--- src/rtl/fetch_stage.sv ---
// RV64 instruction fetch stage: owns the PC, keeps one bus request in flight, and hands {valid, raw_instr, pc} to decode.
// Build option: define FETCH_REDIRECT_EN to add the redirect port logic and the drop flag for a superseded in-flight response.
module fetch_stage #(
   parameter logic [63:0] RESET_PC = 64'h8000_0000
) (
   input  logic        clk,
   input  logic        reset,
   output logic        ireq_valid,
   output logic [63:0] ireq_addr,
   input  logic        iresp_data_ok,
   input  logic [31:0] iresp_data,
   output logic [96:0] dataF,
   input  logic        out_ready,
   input  logic        redirect_valid,
   input  logic [63:0] redirect_pc
);

   // Handshakes: a bus request is live while ireq_valid=1 and completes in the cycle iresp_data_ok=1;
   // decode takes dataF on any rising edge where dataF[96] (valid) and out_ready are both high.
   typedef enum logic [1:0] {
      IDLE = 2'd0,
      WAIT = 2'd1,
      FULL = 2'd2
   } state_t;

   state_t      state;
   logic [63:0] pc;
   logic [63:0] req_addr;
   logic        out_valid;
   logic [31:0] out_instr;
   logic [63:0] out_pc;

`ifdef FETCH_REDIRECT_EN
   logic        drop;
`else
   logic        unused_redirect;
   assign unused_redirect = ^{redirect_valid, redirect_pc};
`endif

   always_ff @(posedge clk) begin
      if (reset) begin
         state     <= IDLE;
         pc        <= RESET_PC;
         req_addr  <= RESET_PC;
         out_valid <= 1'b0;
         out_instr <= 32'd0;
         out_pc    <= 64'd0;
`ifdef FETCH_REDIRECT_EN
         drop      <= 1'b0;
`endif
      end
`ifdef FETCH_REDIRECT_EN
      else if (redirect_valid) begin
         pc        <= redirect_pc;
         out_valid <= 1'b0;
         state     <= WAIT;
         // A request already on the bus is never withdrawn; its response is discarded later.
         if (state == WAIT && !iresp_data_ok) begin
            drop <= 1'b1;
         end else begin
            drop     <= 1'b0;
            req_addr <= redirect_pc;
         end
      end
`endif
      else begin
         case (state)
            IDLE: begin
               state    <= WAIT;
               req_addr <= pc;
            end
            WAIT: begin
               if (iresp_data_ok) begin
`ifdef FETCH_REDIRECT_EN
                  if (drop) begin
                     drop     <= 1'b0;
                     req_addr <= pc;
                  end else
`endif
                  begin
                     out_valid <= 1'b1;
                     out_instr <= iresp_data;
                     out_pc    <= pc;
                     pc        <= pc + 64'd4;
                     state     <= FULL;
                  end
               end
            end
            FULL: begin
               if (out_ready) begin
                  out_valid <= 1'b0;
                  req_addr  <= pc;
                  state     <= WAIT;
               end
            end
            default: state <= IDLE;
         endcase
      end
   end

   assign ireq_valid = (state == WAIT);
   assign ireq_addr  = req_addr;
   assign dataF      = {out_valid, out_instr, out_pc};

endmodule
--- config.mk ---
export PLATFORM = sky130hd
export DESIGN_NAME = fetch_stage
export DESIGN_NICKNAME = d
export VERILOG_FILES = /design/src/rtl/fetch_stage.sv
export SDC_FILE = /design/constraint.sdc
export NUM_CORES = 1
export LEC_CHECK = 0
export CAP_MARGIN = 20
export CORE_ASPECT_RATIO = 2
export CORE_UTILIZATION = 39
export CTS_CLUSTER_SIZE = 14
export DETAILED_ROUTE_END_ITERATION = 10
export PLACE_DENSITY = 0.69
export SLEW_MARGIN = 15
export SYNTH_ARGS = -nofsm -noshare
export SYNTH_HDL_FRONTEND = slang
export SYNTH_SLANG_ARGS = --single-unit
export TNS_END_PERCENT = 20
--- constraint.sdc ---
create_clock -name clk -period 4.95 [get_ports clk]
set_input_delay 0.99 -clock clk [delete_from_list [all_inputs] [get_ports clk]]
set_output_delay 0.99 -clock clk [all_outputs]
set_load 0.01 [all_outputs]
After elaboration in Yosys (flattened, before gate mapping) --
Cells that the tools add are included.
Word-level totals: output and inout bits 162, register bits after elaboration 227, logic and storage cells 26, input port bits 101
Operators by class: multiplexer cells 8, $add $sub $neg 1, reduce and logical (&&, ||, !) cells 7, eq/ne operators 4
Operators with widths (number):
- case mux 64 bit (2 select lines) | 1
- adder 64 x 3 -> 64 bit (second input constant) | 1
- 2-to-1 mux 64 bit | 1
- case mux 2 bit (3 select lines) | 1
- AND reduction 2 bit | 3
- 2-to-1 mux 2 bit | 2
- nonzero test 2 bit | 2
- AND reduction 3 bit | 1
- == test 2 x 1 -> 1 bit (second input constant) | 1
- == test 2 bit (second input constant) | 1
- zero test 2 bit | 1
- 2-to-1 mux 1 bit | 2
- inequality test 2 x 1 -> 1 bit (second input constant) | 1
- inequality test 2 bit (second input constant) | 1
- case mux 1 bit (2 select lines) | 1

Depth between registers and ports, before layout --
word-level depth 3, gate-level depth with buffers 9, mapped depth without buffers 6

Least setup slack after synthesis --
OpenSTA, ideal clock, no wires.
kind input to register, from input iresp_data_ok, to register pc[54], path slack 1923 ps, setup time 132 ps, cell stages on the path 7, data required time 4818 ps, arrival 2895 ps, path buffers 2, cells stage by stage nand4b_2 > or4_4 > or4_4 > buf_6 > buf_2 > o41ai_1 > a21oi_1
On the way: word-level cells in the longest chain between the ends 1
Ends and longest elaborated chain:
- from (decl) | RTL line 10 | input logic iresp_data_ok,
- AND reduction 2 bit (no line)
- to (signal assigned) | RTL line 84 | pc <= pc + 64'd4;
- to (decl) | RTL line 27 | logic [63:0] pc;
Every way passes these cells. A chain may end at the register's enable or synchronous reset.

Final worst setup path --
from input iresp_data_ok, to register pc[58]
Same word-level chain as after synthesis.

==> results.json <==
{
  "fillers": 2099,
  "slew_headroom_pct": 31.5,
  "slew_violations": 0,
  "async_reset_ff_share_pct": 0,
  "vias_in_the_first_global_route": 7045,
  "synth.avg_cell_area_um2": 7.87,
  "tritoncts_clock_tree": "yes",
  "reg2reg_setup_slack_ns": 1.91,
  "grt_first_pass_wirelength_um": 36800,
  "critical_path.max_stage_delay_ns": 0.72,
  "fin_tns_setup_ns": 0,
  "outcome": "finished clean",
  "antenna_violating_nets_post_route": 0,
  "netlist_area_um2": 8530,
  "cp.arrival_ns": 3.87,
  "max_cap_violations": 0,
  "hold_path_startpoint": "ireq_addr[10]",
  "detail_route.vias_per_cell": 5.14,
  "post-route-min-period_ns": 3.44,
  "worst_path_dominant_cell_family": "simple AND/OR/NAND/NOR gates",
  "critPathKind": "input pin to flop",
  "worst_hold_path.num_cells": 2,
  "setup_violations": 0,
  "timing.reg2reg.worst_path_depth": 6,
  "clk_pin_slew_worst_paths_ns": 0.06,
  "core_area_um2": 21500,
  "grt_max_degree": 139,
  "cts-buffers-inserted": 21,
  "synth.area.top_cells": "dfxtp_1 (52%), nand2_1 (15%), a21oi_1 (11%), clkbuf_1 (2.9%), nor2_1 (2.1%)",
  "yosys.cell_types.count": 39,
  "final_clock_skew_ns": 0.0204,
  "yosys_register_bits": 221,
  "cts_resized": 0,
  "ctsHtreeMaxLevel": 1,
  "grtUsageTotal_pct": 20.6,
  "worstPathBufferInverterCount": 1,
  "postCtsSetupBuffers": 0,
  "finalCritPeriodShare_pct": 69.6,
  "maxClockFrequency_mhz": 290,
  "yosysSeqAreaShare_pct": 51.9,
  "die_x_um": 107,
  "place_congestion": 0.829,
  "yosysTopAreaCell": "dfxtp_1",
  "die_area_um2": 22500,
  "slowest_stage": "or4_4",
  "post_synthesis_instance_total": 1083,
  "p_per_area_nw_per_um2": 323,
  "top_level_ports": 263,
  "detail_route.wl_per_cell_um": 15.7,
  "pre_cts_worst_setup_slack_ns": 1.00,
  "detailedPlacementHpwl_um": 15600,
  "grt_antenna_before_repair": 0,
  "areaGrowthSynthToFinish_pct": 31.8,
  "hold_class": "flop to flop",
  "ratio_of_cells_with_drive_above_1_in_the_final_layout_pct": 4.69,
  "grt_overflow_total": 0,
  "critPathRequiredTime_ns": 5.38,
  "ys.flop_type": "dfxtp_1",
  "worst_r2r_endpoint": "pc[58]",
  "layout_setup_ws_ns": 1.51,
  "synth-warning-count": 0,
  "antenna-diode-count": 0,
  "count_of_cell_instances_traversed_by_the_critical_path": 6,
  "cts_max_path_buffers": 3,
  "drt-initial-drc-count": 406,
  "synth_enable_flop_cells": 0,
  "final_wl_um": 23600,
  "worstMarginPinSlew_ns": 1.03,
  "p_leak_nw": 3.56,
  "clock_sinks": 221,
  "start_util_pct": 39.7,
  "worst_hold_end": "ireq_addr[10]",
  "worstPathCellList": "clkdlybuf4s50_1, nand4b_2, or4_4, or4_4, or4_1, a21oi_1",
  "row_count": 76,
  "placedInstanceArea_um2": 10500,
  "clk-insertion-delay-late_ns": 0.51,
  "cp_common_cell": "or4_4",
  "critical_path_peak_fanout": 24,
  "rsz0062_at_grt": "false",
  "critPathCaptureType": "flop",
  "num-nets-final": 1326,
  "r2r-start": "pc[2]",
  "buffer_ports.inserted": 193,
  "stdcell_area_um2": 11200,
  "post_cts_hold_buffer_count": 0,
  "finalHoldViolations": 0,
  "setup.worst_path.start": "iresp_data_ok",
  "drt_pass1_iterations": 5,
  "root_driver": "clkbuf_16",
  "synth_top_cells_by_count": "nand2_1 (343), dfxtp_1 (221), a21oi_1 (190)",
  "synthMostInstantiatedCell": "nand2_1",
  "die-height_um": 211,
  "vias": 7761,
  "worstSetupStartpointType": "input pin",
  "worst_ir_drop_on_vdd_uv": 226,
  "drc": 0,
  "synth_top_cell_area_share_pct": 51.9
}
==> cell families after synthesis <==
logic type               Yosys count  synth area share, %
other                              1               0.0440
buffers and inverters             94                 4.50
multiplexers                       3                0.396
AO/OA/AOI/OAI                    225                 13.8
XOR/XNOR                          26                 2.67
AND/OR/NAND/NOR                  512                 26.6
adder cells (fa/ha/maj)            1                0.147
flip-flops                       221                 51.9
==> sequential cells by signal, summed over array words and instances, names as in the netlist <==
signal / flops
pc: 62
state: 2
out_instr: 32
out_pc: 62
out_valid: 1
ireq_addr: 62
==> worst max-delay path by stage <==
stage / to / slack, ns
final: pc[58] / 1.51
after global routing: pc[60] / 1.41
after detailed placement: pc[40] / 1.00
after floorplan: pc[54] / 1.92
after CTS: pc[60] / 1.53
after global placement: pc[58] / 1.03
==> cell type report <==
class	count	area (µm²)	area share, %
clock buffer	28	592	5.27
clock inverter	7	88.8	0.790
inverter	9	33.8	0.301
multi-input combinational	771	3750	33.4
sequential	221	4420	39.4
tap	273	342	3.04
timing repair buffer	200	2010	17.8
==> routing by layer <==
| layer | part of all wire (%) | global-route usage, % |
|---|---|---|
| met5 | 0 | 0 |
| met4 | 3.1 | 8.79 |
| met2 | 56 | 39.6 |
| met1 | 37 | 22.5 |
| met3 | 3.4 | 1.85 |
==> report_power, final <==
part | internal (mW) | switching (mW) | leakage [nW]
clock network | 0.942 | 0.682 | 0.340
registers | 1.80 | 0.0130 | 1.78
logic | 0.0729 | 0.129 | 1.44
==> metrics by stage <==
step / power [mW] / instances / hold slack [ns] / utilization [%]
finish: 3.63 / 1509 / 0.452 / 52.3
detailed placement: 2.05 / 1473 / 0.446 / 49.0
global route: 3.76 / 1509 / 0.468 / 52.3
global placement: 2.05 / 1473 / 0.441 / 49.0
floorplan: 1.96 / 1086 / 0.453 / -
CTS: 3.67 / 1508 / 0.455 / 52.2
==> layout by cell type, fill, tap and decap left out, types with 7 or more instances in the layout <==
master           Yosys  layout
nand2_1            343     342
dfxtp_1            221     221
clkdlybuf4s50_1      0     192
a21oi_1            190     189
nor2_1              47      47
nand4_1             27      27
clkbuf_16            0      21
o21ai_0             19      19
or3_1               19      19
nand3_1             18      18
xor2_1              14      14
xnor2_1             12      12
or4_1               12      12
nor4_1              10      10
inv_1                9       9
o31ai_1              9       9
nor3_1               7       7
or2_2                7       7
==> worst min-delay path, cell delays in order (launching register included) <==
cell and delay [ns]:
dfxtp_1 0.31, nand2_1 0.05, a21oi_1 0.05
Power figures use the tool's default switching activity.
